[src/rtl/dadda_mul_arbiter.sv]
// Round-robin front end that shares one pipelined 16x16 multiplier among
// NREQ requesters, tagging each issued pair so its product returns to its owner.
module dadda_mul_arbiter #(
  parameter int NREQ    = 4,
  parameter int IDW     = 2,
  parameter int MUL_LAT = 2
) (
  input  logic                 clk,
  input  logic                 rst,
  input  logic                 en,
  input  logic [NREQ-1:0]      req_valid,
  input  logic [16*NREQ-1:0]   req_a,
  input  logic [16*NREQ-1:0]   req_b,
  output logic [NREQ-1:0]      req_ready,
  output logic [15:0]          mul_mpd,
  output logic [15:0]          mul_mpr,
  input  logic [32:0]          mul_op,
  output logic                 rsp_valid,
  output logic [IDW-1:0]       rsp_id,
  output logic [32:0]          rsp_data,
  output logic                 busy
);

  logic [IDW-1:0]  ptr;
  logic [IDW-1:0]  ptr_next;
  logic [IDW-1:0]  grant_id;
  logic [NREQ-1:0] high_mask;
  logic [NREQ-1:0] masked_valid;
  logic [NREQ-1:0] pick_valid;
  logic [NREQ-1:0] grant;
  logic [15:0]     sel_a;
  logic [15:0]     sel_b;
  logic [15:0]     slice_a [0:NREQ-1];
  logic [15:0]     slice_b [0:NREQ-1];
  logic            xfer;

  logic [MUL_LAT:0] tag_valid;
  logic [IDW-1:0]   tag_id [0:MUL_LAT];

  generate
    for (genvar gi = 0; gi < NREQ; gi++) begin : g_slice
      assign slice_a[gi] = req_a[16*gi +: 16];
      assign slice_b[gi] = req_b[16*gi +: 16];
    end
  endgenerate

  // Requesters at or above ptr win first; if none is valid, wrap to the lowest index.
  assign high_mask    = ~((NREQ'(1) << ptr) - NREQ'(1));
  assign masked_valid = req_valid & high_mask;
  assign pick_valid   = (|masked_valid) ? masked_valid : req_valid;
  assign grant        = en ? (pick_valid & (~pick_valid + NREQ'(1))) : '0;
  assign req_ready    = grant;
  assign xfer         = |grant;

  always_comb begin
    grant_id = '0;
    ptr_next = ptr;
    sel_a    = '0;
    sel_b    = '0;
    for (int j = 0; j < NREQ; j++) begin
      if (grant[j]) begin
        grant_id = IDW'(j);
        ptr_next = (j == NREQ - 1) ? '0 : IDW'(j + 1);
        sel_a    = slice_a[j];
        sel_b    = slice_b[j];
      end
    end
  end

  always_ff @(posedge clk or posedge rst) begin
    if (rst) begin
      ptr       <= '0;
      mul_mpd   <= '0;
      mul_mpr   <= '0;
      tag_valid <= '0;
      for (int k = 0; k <= MUL_LAT; k++) begin
        tag_id[k] <= '0;
      end
    end else begin
      if (xfer) begin
        ptr     <= ptr_next;
        mul_mpd <= sel_a;
        mul_mpr <= sel_b;
      end
      tag_valid[0] <= xfer;
      tag_id[0]    <= grant_id;
      // Tag stage k lines up with the operands issued k cycles ago.
      for (int k = 1; k <= MUL_LAT; k++) begin
        tag_valid[k] <= tag_valid[k-1];
        tag_id[k]    <= tag_id[k-1];
      end
    end
  end

  always_ff @(posedge clk or posedge rst) begin
    if (rst) begin
      rsp_valid <= 1'b0;
      rsp_id    <= '0;
      rsp_data  <= '0;
      busy      <= 1'b0;
    end else begin
      rsp_valid <= tag_valid[MUL_LAT];
      if (tag_valid[MUL_LAT]) begin
        rsp_id   <= tag_id[MUL_LAT];
        rsp_data <= mul_op;
      end
      // Next-cycle view of the tag pipe plus response register.
      busy <= xfer | (|tag_valid);
    end
  end

endmodule

[config.mk]
export PLATFORM = sky130hd
export DESIGN_NAME = dadda_mul_arbiter
export DESIGN_NICKNAME = d
export VERILOG_FILES = /design/src/rtl/dadda_mul_arbiter.sv
export SDC_FILE = /design/constraint.sdc
export NUM_CORES = 1
export LEC_CHECK = 0
export BUFFER_PORTS_ARGS = -buffer_cell sky130_fd_sc_hd__clkbuf_2
export CELL_PAD_IN_SITES_DETAIL_PLACEMENT = 0
export CELL_PAD_IN_SITES_GLOBAL_PLACEMENT = 1
export CORE_MARGIN = 5
export CORE_UTILIZATION = 31
export DETAILED_ROUTE_END_ITERATION = 8
export GPL_TIMING_DRIVEN = 0
export PLACE_DENSITY_LB_ADDON = 0.1
export SLEW_MARGIN = 20
export SYNTH_ARGS = -nofsm -noshare
export SYNTH_HDL_FRONTEND = slang
export SYNTH_SLANG_ARGS = --single-unit
[constraint.sdc]
create_clock -name clk -period 3.2 [get_ports clk]
set_input_delay 0.32 -clock clk [delete_from_list [all_inputs] [get_ports clk]]
set_output_delay 0.32 -clock clk [all_outputs]
set_load 0.005 [all_outputs]
==> results.tsv, run 1 <==
stage	metric	value	unit
critical_path	family with the most delay on the worst path	buffers and inverters	
timing	clk_skew	0.00520	ns
routing	total via count in the routed design	3643	
clock_tree	clock tree buffer depth	2	
power_and_ir_drop	LEAKAGE	2.93	nW
synth	Post-synth top flop	dfrtp_1	
synth	number of synthesized flops with an enable pin	0	
floorplan	core area	0.0125	sq mm
clock_tree	TritonCTS clock tree	yes	
floorplan	die width	122	microns
finish	fraction of layout cells with a size suffix above 1	53.0	%
critical_path	Buf/Inv on CP	4	
synth	Seq/Total Area, Yosys	51.4	%
power_and_ir_drop	internal power	2.20	mW
finish	Fillers	1270	
clock_tree	CTS sink count	80	
synth	post-synthesis cell count	341	
clock_tree	number of buffers created by CTS	9	
timing	Hold Worst Slack	-0.00648	ns
timing	Rel. slew slack	59.6	%
flow_run	max cap viols	0	
placement	routability congestion estimate	0.845	
routing	first drt pass iteration count	5	
synth	Synth top cells by count	dfrtp_1 (80), a21oi_1 (67), mux2_2 (35)	
placement	IO Port Bufs	238	
timing	max-slew violations	0	
synth	Synth area leader	dfrtp_1	
synth	top cells by area, synth	dfrtp_1 (51%), mux2_2 (10%), a21oi_1 (8.6%)	
finish	nets	759	
global_route	initial antenna violation count	0	
critical_path	critical setup path kind	register to primary output	
synth	Synth top area share	51.4	%
synth	Post-synth ARST share	100	%
timing	Min Clock Period, post-route	2.30	ns
placement	DP Wirelength	9950	microns
timing	Peak Freq	0.434	GHz
floorplan	Die Y	122	microns
global_route	first-pass GRT wire length	20100	microns
timing	Tcrit/Tclk final	72.0	%
global_route	Global Route Usage Sum	17.6	%
routing	drt wl/cell	17.0	microns
clock_tree	Worst-Skew Late Latency	0.34	ns
timing	setup TNS	0	ns
routing	routed wire length	13000	microns
routing	DRC Markers	0	
global_route	vias in the first global route	3989	
finish	Syn-to-layout area delta	44.8	%
critical_path	CP Max Fanout	10	
clock_tree	clock-pin slew of the registers on the worst-case setup and hold paths	0.06	ns
global_route	Congestion Overflow GR	0	
finish	number of diodes	0	
critical_path	CP max-delay cell	o311ai_4	
routing	Via density	4.74	
power_and_ir_drop	Gate power share	25.4	%
timing	unrepaired setup endpoints after global routing	false	
synth	most frequent cell after synthesis	dfrtp_1	
floorplan	row cnt	41	
timing	Worst-Margin Slew	0.606	ns
routing	Starting DRT DRC Count	154	
synth	Post-Syn Area per Cell	11.4	sq um
critical_path	crit path capture type	primary output	
floorplan	# IOs	241	
floorplan	Starting Density	31.2	%
routing	antenna viol nets, final	0	
critical_path	crit path DAT	1.98	ns
power_and_ir_drop	clock power share	34.3	%
synth	synth unique cells	30	
critical_path	CP cell instances	buf_2 -> inv_1 -> o311ai_4 -> nand2_4 -> buf_6 -> nand2_1 -> nor2_1 -> clkbuf_2	
clock_tree	post-CTS sizing	0	
run_status	status	finished with violations	
power_and_ir_drop	P_sw	0.895	mW
clock_tree	hold-fix buffers at CTS	0	
synth	Syn Nets	509	
synth	FF+latch count, synth	80	
placement	dpl ws	1.16	ns
clock_tree	H-tree Lvls	3	
timing	worst setup margin	0.896	ns
critical_path	Startpoint Class	register	
global_route	pin count of the biggest net entering global routing	49	
floorplan	DIE AREA	0.0149	sq mm
power_and_ir_drop	Reg power frac	40.3	%
run_status	failing checks	hold timing	
clock_tree	Post-CTS Setup Repair Bufs	0	
clock_tree	Root Buffer	clkbuf_16	
critical_path	max incr delay on CP	0.38	ns
hold_path	Hold Path Class	input pin to async pin	
synth	Netlist Area Pre-Place	0.00389	sq mm
timing	Fin. Hold Viols	13	
timing	setup violators final	0	
power_and_ir_drop	PD cells	550	mW/mm^2
critical_path	Critical Path RT	2.88	ns
synth	Ys Warns	0	
power_and_ir_drop	switching part of the total	28.9	%
power_and_ir_drop	Max rail drop VDD	0.263	mV
## cells in the final DEF (no fill, tap or decap), types with 2 or more instances in the layout
cell       count
o22ai_1       34
nor2_1         3
buf_1          3
and3_1         2
buf_2         16
o21ai_0        3
buf_6          3
mux2i_1       33
nand2_1        3
clkinv_4       2
a21oi_1       67
mux2_2        35
dfrtp_1       80
inv_1          4
clkbuf_1       8
clkbuf_2     238
clkbuf_16      9
o21a_1        32
## metrics by stage
stage	hold slack [ns]	total power, mW	instance area (sq um)	cells	utilization, %
finish	-0.00648	3.10	5630	768	45.2
global route	0.0359	3.28	5630	768	45.2
CTS	0.00825	3.15	5630	768	45.2
detailed placement	0.336	2.07	5330	752	42.7
global placement	0.332	2.05	5300	751	42.5
floorplan	0.331	1.69	3890	341	-
## final timing paths
| kind | start | end | slack (ns) | cells past startpoint |
|---|---|---|---|---|
| setup / recovery | ptr[1] | req_ready[1] | 0.90 | 8 |
| hold / removal | rst | rsp_data[8] | -0.006 | 2 |
| setup reg to reg | ptr[1] | mul_mpr[10] | 1.37 | 6 |
| hold reg to reg | tag_id[3] | tag_id[1] | 0.35 | 0 |
| max in group asynchronous | rst | mul_mpd[7] | 2.62 | 3 |
| min in group clk | mul_op[19] | rsp_data[19] | 0.21 | 2 |
## power groups by stage
stage,registers [mW],clock network (mW),logic [mW]
after global routing,1.27,1.14,0.876
after floorplan,1.27,0,0.425
after detailed placement,1.26,0,0.802
after CTS,1.25,1.10,0.803
after global placement,1.26,0,0.790
final,1.25,1.06,0.786
## logic make-up after synthesis
family / synth area share, %
buffers and inverters: 4.47
flip-flops: 51.4
AO/OA/AOI/OAI: 23.4
AND/OR/NAND/NOR: 2.06
multiplexers: 18.6
## cell type report
class	count	area (sq um)	share of cell area, %
plain buffers	29	151	2.69
clock buffers	11	243	4.31
clock inverters	5	63.8	1.13
inverters	6	25.0	0.444
multi-input cells	226	1720	30.4
flip-flops and latches	80	2000	35.5
well taps	172	215	3.82
repair buffers	239	1220	21.6
## state kept, by name, summed over array words and instances, names as in the netlist
name       cells
busy           1
tag_valid      3
rsp_id         2
tag_id         6
mul_mpr       16
rsp_valid      1
mul_mpd       16
rsp_data      33
ptr            2
## routing by layer
metal / up-vias / GRT usage (%) / share of wire (%)
li1: 1775 / - / -
met2: 158 / 28.8 / 47
met3: 22 / 5.85 / 9.2
met5: - / 0 / 0
met4: 0 / 7.84 / 2.6
met1: 1688 / 21.0 / 41
Note: power is estimated with default switching activity, not from simulation.
==> run 2, diff against run 1 <==
- clock period: 3.2 -> 2.35 ns (I/O delays scaled with it)
==> run 2 against run 1 <==
Clock skew about the same; clock power up 37%; first-iteration DRC count down 8.4%; core utilization up 0.080 points; global-route usage unchanged; critical path type unchanged; register-to-register slack worse by 0.85 ns; via count up 0.16%; wire length about the same; the run now ends clean.
==> results.tsv, run 2 (synthesized netlist as in run 1, its figures left out) <==
stage	metric	value	unit	change
clock_tree	clock tree buffer depth	2		unchanged
critical_path	Worst R2R End	mul_mpr[10]		unchanged
timing	clk_skew	0.00520	ns	about the same
routing	top sig layer	met4		unchanged
timing	Min Clock Period, post-route	2.22	ns	
floorplan	# IOs	241		unchanged
timing	Peak Freq	0.451	GHz	
finish	Largest register FFs	33		unchanged
power_and_ir_drop	LEAKAGE	2.93	nW	about the same
finish	most frequent cells in the layout	clkbuf_2 (238), dfrtp_1 (80), a21oi_1 (67)		unchanged
critical_path	crit path DAT	1.98	ns	about the same
power_and_ir_drop	internal power	3.00	mW	was 2.20 mW
critical_path	CP Max Fanout	10		unchanged
power_and_ir_drop	Reg power frac	40.3	%	about the same
global_route	vias in the first global route	3989		unchanged
timing	Rel. slew slack	59.6	%	about the same
global_route	pin count of the biggest net entering global routing	49		unchanged
global_route	initial antenna violation count	0		unchanged
placement	IO Port Bufs	238		unchanged
timing	setup TNS	0	ns	unchanged
finish	cell area after layout	0.00564	sq mm	was 0.00563 sq mm
critical_path	Crit. Startpoint	ptr[1]		unchanged
finish	fin util	45.3	%	was 45.2%
clock_tree	CTS sink count	80		unchanged
critical_path	Buf/Inv on CP	4		unchanged
critical_path	max incr delay on CP	0.38	ns	about the same
finish	Syn-to-layout area delta	45.0	%	was 44.8%
power_and_ir_drop	P_sw	1.22	mW	was 0.895 mW
finish	biggest regs	rsp_data: 33 flops, mul_mpd: 16 flops, mul_mpr: 16 flops		unchanged
finish	number of diodes	0		unchanged
clock_tree	Worst-Skew Late Latency	0.34	ns	about the same
power_and_ir_drop	Gate power share	25.4	%	about the same
clock_tree	Root Buffer	clkbuf_16		unchanged
floorplan	die width	122	microns	unchanged
run_status	status	completed		was finished with violations
critical_path	CP cell instances	buf_2 -> inv_1 -> o311ai_4 -> nand2_4 -> buf_6 -> nand2_1 -> nor2_1 -> clkbuf_2		unchanged
floorplan	Starting Density	31.2	%	unchanged
power_and_ir_drop	switching part of the total	28.9	%	about the same
timing	max-slew violations	0		unchanged
critical_path	Critical Path RT	2.12	ns	was 2.88 ns
global_route	first-pass GRT wire length	20100	microns	unchanged
timing	Worst-Margin Slew	0.606	ns	about the same
finish	Fillers	1269		was 1270
global_route	Global Route Usage Sum	17.6	%	unchanged
critical_path	CP Depth	8		unchanged
power_and_ir_drop	clock power share	34.3	%	about the same
finish	largest reg by FF count	rsp_data		unchanged
routing	Starting DRT DRC Count	141		was 154
global_route	Congestion Overflow GR	0		unchanged
critical_path	capture point of the worst path	req_ready[1]		unchanged
routing	antenna viol nets, final	0		unchanged
critical_path	Startpoint Class	register		unchanged
floorplan	Die Y	122	microns	unchanged
power_and_ir_drop	PD cells	747	mW/mm^2	was 550 mW/mm^2
critical_path	launch point of the worst reg-to-reg path	ptr[1]		unchanged
clock_tree	post-CTS sizing	0		unchanged
placement	routability congestion estimate	0.845		unchanged
power_and_ir_drop	Max rail drop VDD	0.358	mV	was 0.263 mV
critical_path	critical setup path kind	register to primary output		unchanged
routing	routed wire length	13000	microns	about the same
hold_path	Hold Path Class	input pin to register		was input pin to async pin
routing	DRC Markers	0		unchanged
placement	DP Wirelength	9950	microns	unchanged
routing	met2 wire len	6160	microns	was 6150 microns
routing	routed metal-1 wire length	5330	microns	was 5350 microns
clock_tree	TritonCTS clock tree	yes		unchanged
clock_tree	number of buffers created by CTS	9		unchanged
critical_path	crit path capture type	primary output		unchanged
timing	setup violators final	0		unchanged
clock_tree	H-tree Lvls	3		unchanged
floorplan	core area	0.0125	sq mm	unchanged
clock_tree	hold-fix buffers at CTS	1		was 0
routing	met3 wire len	1210	microns	was 1190 microns
timing	Fin. Hold Viols	0		was 13
finish	nets	760		was 759
routing	first drt pass iteration count	5		unchanged
critical_path	FF-to-FF path depth	6		unchanged
flow_run	max cap viols	0		unchanged
floorplan	row cnt	41		unchanged
routing	Via density	4.75		was 4.74
timing	Hold Worst Slack	0.123	ns	was -0.00648 ns
finish	most common cell after layout, fill and taps aside	clkbuf_2		unchanged
critical_path	register-to-register setup slack	0.52	ns	was 1.37 ns
timing	Tcrit/Tclk final	94.4	%	
routing	drt wl/cell	17.0	microns	about the same
clock_tree	Post-CTS Setup Repair Bufs	0		unchanged
critical_path	family with the most delay on the worst path	buffers and inverters		unchanged
hold_path	hold_sp	mul_op[19]		
power_and_ir_drop	Power, Total	4.22	mW	was 3.10 mW
routing	total via count in the routed design	3649		was 3643
clock_tree	clock-pin slew of the registers on the worst-case setup and hold paths	0.06	ns	about the same
floorplan	DIE AREA	0.0149	sq mm	unchanged
placement	Placed Area	0.00533	sq mm	unchanged
critical_path	CP max-delay cell	o311ai_4		unchanged
timing	unrepaired setup endpoints after global routing	false		unchanged
finish	fraction of layout cells with a size suffix above 1	52.9	%	was 53.0%
==> run 2: changes by cell type in the layout (fill, tap and decap cells not counted), sizes merged <==
| cell | change |
|---|---|
| dlygate4sd3 | +1 |
==> run 2: worst min-delay path by stage <==
stage                   end  slack (ns)  depth (start not counted)
6_report       rsp_data[19]        0.12                          2
5_1_grt        rsp_data[17]        0.11                          2
4_1_cts        rsp_data[22]        0.11                          2
3_5_place_dp    rsp_data[1]        0.30                          2
3_3_place_gp      tag_id[1]        0.33                          0
2_1_floorplan     tag_id[0]        0.33                          0
==> run 2: layout make-up <==
class                   count  area, sq um  area share [%]
repair buffers            240         1230            21.8
plain buffers              29          151            2.68
clock inverters             5         63.8            1.13
flip-flops and latches     80         2000            35.5
inverters                   6         25.0           0.443
multi-input cells         226         1720            30.4
clock buffers              11          243            4.30
well taps                 172          215            3.81
==> run 2: power by group through the flow <==
| stage | Sequential (mW) | Combinational [mW] | Clock [mW] |
|---|---|---|---|
| 3_3_place_gp | 1.72 | 1.08 | 0 |
| 3_5_place_dp | 1.72 | 1.09 | 0 |
| 4_1_cts | 1.70 | 1.10 | 1.50 |
| 6_report | 1.70 | 1.07 | 1.45 |
| 2_1_floorplan | 1.72 | 0.578 | 0 |
| 5_1_grt | 1.73 | 1.19 | 1.55 |
==> run 2: routing by layer <==
metal | up-vias | GRT usage [%]
met3 | 22 | 5.85
met5 | - | 0
met4 | 0 | 7.84
met2 | 162 | 28.8
met1 | 1689 | 21.0
li1 | 1776 | -
==> run 2: stage by stage <==
step           std cells  setup slack, ns
2_1_floorplan        341           0.0633
3_3_place_gp         751            -1.07
3_5_place_dp         752            0.397
4_1_cts              769            0.100
5_1_grt              769          0.00185
6_report             769            0.131
==> run 2: worst reg2reg max path: cells and delay by family, from the launching register on <==
family	cells	cell delay (ns)
DFF	1	0.35
and+or+nand+nor	1	0.33
AOI/OAI and AO/OA	3	0.60
buffers and inverters	2	0.48
